### src/rtl/datamem_ctrl_pkg.sv
// Shared types and constants for the datamem_ctrl arbiter/sequencer.
// The build-time option DATAMEM_CTRL_RR_EN is consumed by datamem_arb_pick.
package datamem_ctrl_pkg;

    localparam int NUM_REQ        = 2;
    localparam int DMC_ADDR_BITS  = 16;
    localparam int DMC_DATA_WIDTH = 64;

    // Access sequencer states.
    typedef enum logic [1:0] {
        IDLE   = 2'd0,
        ACCESS = 2'd1,
        WAIT   = 2'd2,
        RESP   = 2'd3
    } state_e;

    // One latched request: direction, flat word address and write data.
    typedef struct packed {
        logic                      we;
        logic [DMC_ADDR_BITS-1:0]  addr;
        logic [DMC_DATA_WIDTH-1:0] wdata;
    } req_t;

    // Requester index to one-hot response/grant vector.
    function automatic logic [NUM_REQ-1:0] owner_onehot(input logic id);
        return id ? 2'b10 : 2'b01;
    endfunction

endpackage

### src/rtl/datamem_arb_pick.sv
// Two-way combinational grant picker for datamem_ctrl.
// `DATAMEM_CTRL_RR_EN selects round-robin on contention; otherwise
// requester 0 has fixed priority and last_grant_i is ignored.
module datamem_arb_pick
    import datamem_ctrl_pkg::*;
(
    input  logic [NUM_REQ-1:0] req_valid_i,
    input  logic               last_grant_i,
    output logic [NUM_REQ-1:0] grant_o
);

`ifndef DATAMEM_CTRL_RR_EN
    // Fixed priority still receives last_grant so the port list is identical.
    logic unused_last_grant;
    assign unused_last_grant = last_grant_i;
`endif

    // Pick exactly one requester from the valid vector.
    always_comb begin
        grant_o = '0;
        case (req_valid_i)
            2'b01:   grant_o = 2'b01;
            2'b10:   grant_o = 2'b10;
            2'b11: begin
`ifdef DATAMEM_CTRL_RR_EN
                // Contention: hand the port to whoever did not win last time.
                grant_o = last_grant_i ? 2'b01 : 2'b10;
`else
                grant_o = 2'b01;
`endif
            end
            default: grant_o = '0;
        endcase
    end

endmodule

### src/rtl/datamem_ctrl.sv
// Arbiter and access sequencer in front of the X/Y addressed datamem.
// Accepts one request at a time from two requesters, runs it through
// IDLE -> ACCESS -> WAIT -> RESP and returns data/ack to the owner.
// Arbitration policy is chosen by `DATAMEM_CTRL_RR_EN (see datamem_arb_pick).
//
// Handshakes: a request transfers in a cycle where req_valid[i] and
// req_ready[i] are both high (req_ready only ever rises in IDLE, for the
// granted requester); a response transfers in a cycle where resp_valid[i]
// and resp_ready[i] are both high, and resp_valid/resp_rdata hold until then.
//
// ADDR_BITS/DATA_WIDTH must match the package record widths.
module datamem_ctrl
    import datamem_ctrl_pkg::*;
#(
    parameter int ADDR_BITS  = DMC_ADDR_BITS,
    parameter int DATA_WIDTH = DMC_DATA_WIDTH
) (
    input  logic                      Clock,
    input  logic                      Reset_n,
    input  logic [NUM_REQ-1:0]        req_valid,
    output logic [NUM_REQ-1:0]        req_ready,
    input  logic [NUM_REQ-1:0]        req_we,
    input  logic [2*ADDR_BITS-1:0]    req_addr,
    input  logic [2*DATA_WIDTH-1:0]   req_wdata,
    output logic [NUM_REQ-1:0]        resp_valid,
    input  logic [NUM_REQ-1:0]        resp_ready,
    output logic [DATA_WIDTH-1:0]     resp_rdata,
    output logic                      WriteEnable,
    output logic [ADDR_BITS/2-1:0]    X_addr,
    output logic [ADDR_BITS/2-1:0]    Y_addr,
    output logic [DATA_WIDTH-1:0]     Data_in,
    input  logic [DATA_WIDTH-1:0]     Data_out,
    output state_e                    dbg_state
);

    localparam int HALF = ADDR_BITS / 2;

    state_e                 state_q;
    req_t                   req_q;
    logic                   owner_q;
    logic                   last_grant_q;
    logic                   we_out_q;
    logic [DATA_WIDTH-1:0]  rdata_q;
    logic [NUM_REQ-1:0]     resp_valid_q;

    logic [NUM_REQ-1:0]     grant;
    req_t                   sel_req;

    datamem_arb_pick u_pick (
        .req_valid_i  (req_valid),
        .last_grant_i (last_grant_q),
        .grant_o      (grant)
    );

    // Record of the granted requester, ready to be latched on acceptance.
    always_comb begin
        sel_req = '0;
        if (grant[1]) begin
            sel_req.we    = req_we[1];
            sel_req.addr  = req_addr[ADDR_BITS +: ADDR_BITS];
            sel_req.wdata = req_wdata[DATA_WIDTH +: DATA_WIDTH];
        end else begin
            sel_req.we    = req_we[0];
            sel_req.addr  = req_addr[0 +: ADDR_BITS];
            sel_req.wdata = req_wdata[0 +: DATA_WIDTH];
        end
    end

    // Sequencer FSM with registered memory-side and response outputs.
    always_ff @(posedge Clock or negedge Reset_n) begin
        if (!Reset_n) begin
            state_q      <= IDLE;
            req_q        <= '0;
            owner_q      <= 1'b0;
            last_grant_q <= 1'b1;
            we_out_q     <= 1'b0;
            rdata_q      <= '0;
            resp_valid_q <= '0;
        end else begin
            case (state_q)
                IDLE: begin
                    if (|grant) begin
                        req_q        <= sel_req;
                        owner_q      <= grant[1];
                        last_grant_q <= grant[1];
                        we_out_q     <= sel_req.we;
                        state_q      <= ACCESS;
                    end
                end
                ACCESS: begin
                    // The memory edge is the end of this cycle; strobe is one cycle wide.
                    we_out_q <= 1'b0;
                    state_q  <= WAIT;
                end
                WAIT: begin
                    // Registered read data is valid now; writes report zero.
                    rdata_q      <= req_q.we ? '0 : Data_out;
                    resp_valid_q <= owner_onehot(owner_q);
                    state_q      <= RESP;
                end
                RESP: begin
                    if (resp_ready[owner_q]) begin
                        resp_valid_q <= '0;
                        state_q      <= IDLE;
                    end
                end
                default: begin
                    state_q <= IDLE;
                end
            endcase
        end
    end

    // Grant is only offered while idle; reset forces it low even if inputs are valid.
    assign req_ready = (state_q == IDLE && Reset_n) ? grant : '0;

    // Memory-side and response outputs come straight from registers.
    assign WriteEnable = we_out_q;
    assign X_addr      = req_q.addr[ADDR_BITS-1:HALF];
    assign Y_addr      = req_q.addr[HALF-1:0];
    assign Data_in     = req_q.wdata;
    assign resp_valid  = resp_valid_q;
    assign resp_rdata  = rdata_q;
    assign dbg_state   = state_q;

endmodule

### config.mk
export PLATFORM = sky130hd
export DESIGN_NAME = datamem_ctrl
export DESIGN_NICKNAME = d
export VERILOG_FILES = /design/src/rtl/datamem_ctrl_pkg.sv /design/src/rtl/datamem_arb_pick.sv /design/src/rtl/datamem_ctrl.sv
export SDC_FILE = /design/constraint.sdc
export NUM_CORES = 1
export LEC_CHECK = 0
export BUFFER_PORTS_ARGS = -buffer_cell sky130_fd_sc_hd__buf_2
export CAP_MARGIN = 20
export CORE_ASPECT_RATIO = 0.5
export CORE_MARGIN = 2
export CORE_UTILIZATION = 35
export CTS_BUF_LIST = sky130_fd_sc_hd__clkbuf_4 sky130_fd_sc_hd__clkbuf_8
export DETAILED_ROUTE_END_ITERATION = 6
export HOLD_SLACK_MARGIN = 0.08
export PLACE_DENSITY = 0.64
export SYNTH_ARGS = -nofsm -noshare
export SYNTH_HDL_FRONTEND = slang
export SYNTH_SLANG_ARGS = --single-unit
### constraint.sdc
create_clock -name Clock -period 1.8 [get_ports Clock]
set_clock_uncertainty 0.05 [all_clocks]
set_input_delay 0 -clock Clock [delete_from_list [all_inputs] [get_ports Clock]]
set_output_delay 0 -clock Clock [all_outputs]
set_load 0.1 [all_outputs]
==> Yosys cells after proc, flatten, opt, wreduce, memory -nomap -nowiden <==
Cells that the tools add are included.
{ "classes": {"muxes": 13, "magnitude_cmp": 1, "n_eq_ne": 8, "n_reduce_logical": 10} }
{ "op_table": {"columns": ["operator", "count"], "rows": [
  ["2-to-1 mux 81 bit", 1],
  ["2-to-1 mux 64 bit", 1],
  ["equality test 2 bit, second input constant", 4],
  ["2-to-1 mux 2 bit", 4],
  ["case mux 2 bit (2 select lines)", 2],
  ["case mux 2 bit (4 select lines)", 1],
  ["AND reduction 2 bit", 4],
  ["equality test 2 x 1 -> 1 bit, second input constant", 2],
  ["inequality test 2 bit, second input constant", 2],
  ["nonzero test 2 bit", 2],
  ["OR reduction 2 bit", 2],
  ["2-to-1 mux 1 bit", 3],
  ["zero test 2 bit", 1],
  ["less-than comparator 1 x 2 -> 1 bit, second input constant", 1],
  ["case mux 1 bit (2 select lines)", 1],
  ["logical AND 1 bit", 1]
]} }
{ "totals": {"register_bits": 151} }

==> Depth between registers and ports, before layout <==
{ "logic_depth": {"depth_word": 6, "depth_mapped": 8} }

==> By module <==
Synthesis repeated with hierarchy kept, for this count alone.
{ "hier_totals": {"hier_cells": 739, "area_unflattened_um2": 7309.5} }
{ "modules_own_cells": {"columns": ["mod", "seq_area_each_um2", "cells_per_inst", "instances", "area_per_inst_um2"], "rows": [
  ["datamem_ctrl", 3804.9, 737, 1, 7299.5],
  ["datamem_arb_pick", 0.0, 2, 1, 10.0]
]} }

==> Least setup slack after synthesis <==
Ideal clock, no wire load.
{ "synth_path": {"kind": "reg2out", "startpoint": "reg state_q[0], in the netlist dbg_state[0]", "endpoint": "out req_ready[1]", "path_stages_with_launch": 6, "n_path_buf": 1, "path_slack_ps": -855, "arrival_ps": 2605, "cell_sequence": "dfrtp_1 > inv_1 > ha_1 > buf_4 > nand2_1 > nor2_1"} }
{ "synth_via": {"elab_chain_cells": 3} }
{ "synth_rtl": {"columns": ["element", "line", "source"], "rows": [
  ["from (decl)", "datamem_ctrl.sv:38", "state_e state_q;"],
  ["from (signal assigned)", "datamem_ctrl.sv:72", "state_q <= IDLE;"],
  ["from (signal assigned)", "datamem_ctrl.sv:87", "state_q <= ACCESS;"],
  ["from (signal assigned)", "datamem_ctrl.sv:93", "state_q <= WAIT;"],
  ["zero test 2 bit", "datamem_ctrl.sv:115", "assign req_ready = (state_q == IDLE && Reset_n) ? grant : '0;"],
  ["logical AND 1 bit", "datamem_ctrl.sv:115", null],
  ["2-to-1 mux 2 bit", "datamem_ctrl.sv:115", null],
  ["to (decl)", "datamem_ctrl.sv:21", "output logic [NUM_REQ-1:0] req_ready,"]
]} }
No other way between the ends.

==> Worst setup path after layout <==
{ "layout_path": {"startpoint": "in req_valid[0]", "endpoint": "reg req_q, in the netlist Data_in[43]"} }
{ "layout_via": {"elab_chain_cells": 5, "word_cells_on_any_way": 8, "cone_classes": "eq/ne (3); mux (2); reduce/logical (3)"} }
{ "layout_rtl": {"columns": ["element", "line", "source"], "rows": [
  ["from (decl)", "datamem_ctrl.sv:20", "input logic [NUM_REQ-1:0] req_valid,"],
  ["equality test 2 x 1 -> 1 bit or equality test 2 bit (tied branches)", "datamem_arb_pick.sv:21", "case (req_valid_i)"],
  ["OR reduction 2 bit (no source line)", null, null],
  ["case mux 2 bit (2 select lines) *", "datamem_arb_pick.sv:21", null],
  ["OR reduction 2 bit", "datamem_ctrl.sv:82", "if (|grant) begin"],
  ["AND reduction 2 bit (no source line)", null, null],
  ["to (signal assigned)", "datamem_ctrl.sv:83", "req_q <= sel_req;"],
  ["to (decl)", "datamem_ctrl.sv:39", "req_t req_q;"]
]} }
Every way passes the cells marked *; elsewhere a longest branch is shown, timed or not.
A chain may end at the register's enable or synchronous reset.

==> impl_metrics.ini <==
[floorplan]
std_cell_rows = 37
dieArea_mm2 = 0.02292
dieWidth_um = 212.1
coreArea_mm2 = 0.02088
ios = 383
initial_core_util_pct = 36.31
die-height_um = 108.1

[finish]
final_core_util_pct = 57.80
drive_gt1_share_pct = 35.19
diodes = 0
design_area_mm2 = 0.01207
syn2layout_area_growth_pct = 59.18
n_fill_cell = 1718
layout.nets = 1519

[logic_synthesis]
synth.distinct_cells = 26
netlist_area_mm2 = 0.007581
ys_warn_count = 0
syn-instance-count = 745
synth_seq_cells = 151
seq_area_frac_synth_pct = 49.84
synth_area_per_cell_um2 = 10.18
synth_nets = 982

[global_routing]
first_global_vias = 7419
antenna_found_initial = 0
overflow = 0
grt_pass1_wl_um = 37050
grt_use_total_pct = 21.20
grt_max_degree = 149

[timing]
tightest_slew_ns = 0.8757
finalHoldViolations = 0
max_freq_ghz = 0.5567
max_slew_margin_pct = 41.62
drv_slew = 0
setup_viol = 0
fin_crit_ns = 1.796
finalCritPeriodShare_pct = 99.79

[critical_path]
rr_endpoint = owner_q$_DFFE_PN0P_
critPathLaunchType = primary input
ff2ff_path_depth = 5
rrSetupSlack_ns = 0.18
critPathKind = in2reg
crit_path_start = req_valid[0]
arrival_ns = 2.10
required_ns = 2.10
cp_max_fo = 12
timing.rr.start = dbg_state[0]$_DFFE_PN0P_
end_kind = flip-flop

[route]
drc = 0
wl_um = 25130
antenna_left = 0
num_vias = 7238
firstDrtPassIters = 7
route.detailed.vias_per_inst = 4.567
drt_iter0_markers = 413
avgRoutedWirePerCell_um = 15.85

[place]
finalWeightedCongestion = 0.8815
place_area_mm2 = 0.009107
io_buffers = 382
dp_hpwl_um = 14550

[clocking]
clk_latency_ns = 0.47
cts-htree-levels = 4
cts-root-buf = clkbuf_8
clock_path_buffers = 2
tritoncts = yes
cts_inserted_buffers = 17
clkSinkCount = 151
clk_pin_slew_ns = 0.08

[flow_run]
cap_viol_max_count = 0

[run_status]
outcome = finished, final reports clean

[hold_path]
worstHoldPathType = in2async
[layout by cell type, fill, tap and decap left out, types with 2 or more instances in the layout]
cell           instances
inv_1                 65
buf_6                  2
nand2_1               86
clkbuf_16              3
clkbuf_8              18
nand3b_1              64
buf_12                10
dfrtp_1              149
ha_4                   2
clkinv_2               6
ha_1                   3
buf_4                 18
dfrtp_4                2
a21oi_1                2
bufinv_16              2
dlygate4sd3_1        233
o21ai_1               80
o2bb2ai_1              2
clkbuf_4               2
mux2i_1               84
buf_2                378
o21ai_0               64
[what timing repair did]
item / 4_1_cts / 5_1_grt
hold endpoints to repair: 302 / 1
pin swaps: 0 / 1
gates resized for setup: 2 / 8
hold buffers: 233 / 1
gates cloned: 0 / 3
endpoints found under the setup margin: 1 / 33
setup buffers: 0 / 17
[layout make-up]
cell class / instances / area [um2] / area share (%)
well taps: 292 / 365.4 / 3.027
flip-flops and latches: 151 / 3786 / 31.37
repair buffers: 646 / 4697 / 38.92
multi-input cells: 399 / 2591 / 21.47
inverters: 67 / 259.0 / 2.146
clock buffers: 20 / 262.8 / 2.177
clock inverters: 10 / 106.4 / 0.8813
[kinds of logic after synthesis]
group                    share of synthesized area [%]
buffers and inverters                            16.62
AO/OA/AOI/OAI                                    10.25
multiplexers                                     11.24
adder cells (fa/ha/maj)                         0.8252
flip-flops                                       49.84
AND/OR/NAND/NOR                                  11.22
[worst max-delay path, stage by stage]
cell and delay (ns):
dlygate4sd3_1 0.56, buf_6 0.13, nand2b_4 0.24, buf_12 0.13
clkbuf_16 0.17, mux2i_1 0.20, dlygate4sd3_1 0.58, o21ai_1 0.07
[flip-flops by register name (all words and copies together), names as in the netlist]
register	flops
Data_in	64
WriteEnable	1
X_addr	8
Y_addr	8
dbg_state	2
owner_q	1
req_q	1
resp_rdata	64
resp_valid	2
[cells in the mapped netlist]
cell | number | area [um2]
a21oi_1 | 3 | 15.01
a22oi_1 | 1 | 7.510
and2_1 | 1 | 6.260
and3_2 | 1 | 7.510
buf_1 | 1 | 3.750
buf_12 | 9 | 180.2
buf_2 | 8 | 40.04
buf_4 | 81 | 608.1
buf_6 | 9 | 101.4
clkbuf_1 | 20 | 75.07
dfrtp_1 | 151 | 3779
ha_1 | 5 | 62.56
inv_1 | 67 | 251.5
mux2_2 | 1 | 11.26
mux2i_1 | 84 | 840.8
nand2_1 | 86 | 322.8
nand2b_4 | 1 | 13.76
nand3_1 | 1 | 5.000
nand3b_1 | 64 | 480.5
nor2_1 | 2 | 7.510
nor3b_1 | 1 | 7.510
o21a_1 | 1 | 7.510
o21ai_0 | 64 | 320.3
o21ai_1 | 80 | 400.4
o21ai_2 | 1 | 8.760
o2bb2ai_1 | 2 | 17.52
[routing by layer]
| layer | up-vias | GRT usage (%) | share of wire [%] |
|---|---|---|---|
| met5 | - | 0 | 0 |
| met4 | 0 | 12.73 | 4.7 |
| met3 | 102 | 5.518 | 4.6 |
| met2 | 241 | 38.62 | 53 |
| met1 | 3445 | 22.34 | 38 |
| li1 | 3450 | - | - |
[metrics by stage]
stage	setup slack (ns)	setup TNS (ns)	hold WS (ns)	std cells
final	0.003795	0	0.1717	1585
after global placement	0.2945	0	-0.2487	1301
after global routing	-0.02479	-0.03458	0.2362	1585
after floorplan	0.03020	0	-0.3456	745
after detailed placement	0.2674	0	-0.2489	1301
after CTS	0.01354	0	0.1943	1564
[worst max path at each step]
stage                     depth (start not counted)                        to  slack [ns]
after floorplan                                   6  dbg_state[1]$_DFFE_PN0P_        0.03
after global placement                            5  dbg_state[1]$_DFFE_PN0P_        0.29
after detailed placement                          5  dbg_state[1]$_DFFE_PN0P_        0.27
after CTS                                         4              req_ready[0]        0.01
after global routing                              8   Data_in[43]$_DFFE_PN0P_       -0.02
final                                             8   Data_in[43]$_DFFE_PN0P_       0.004
Power is left out: the tool's default activity adds up to more than one toggle a clock period on the data nets, which glitch-free logic cannot reach.
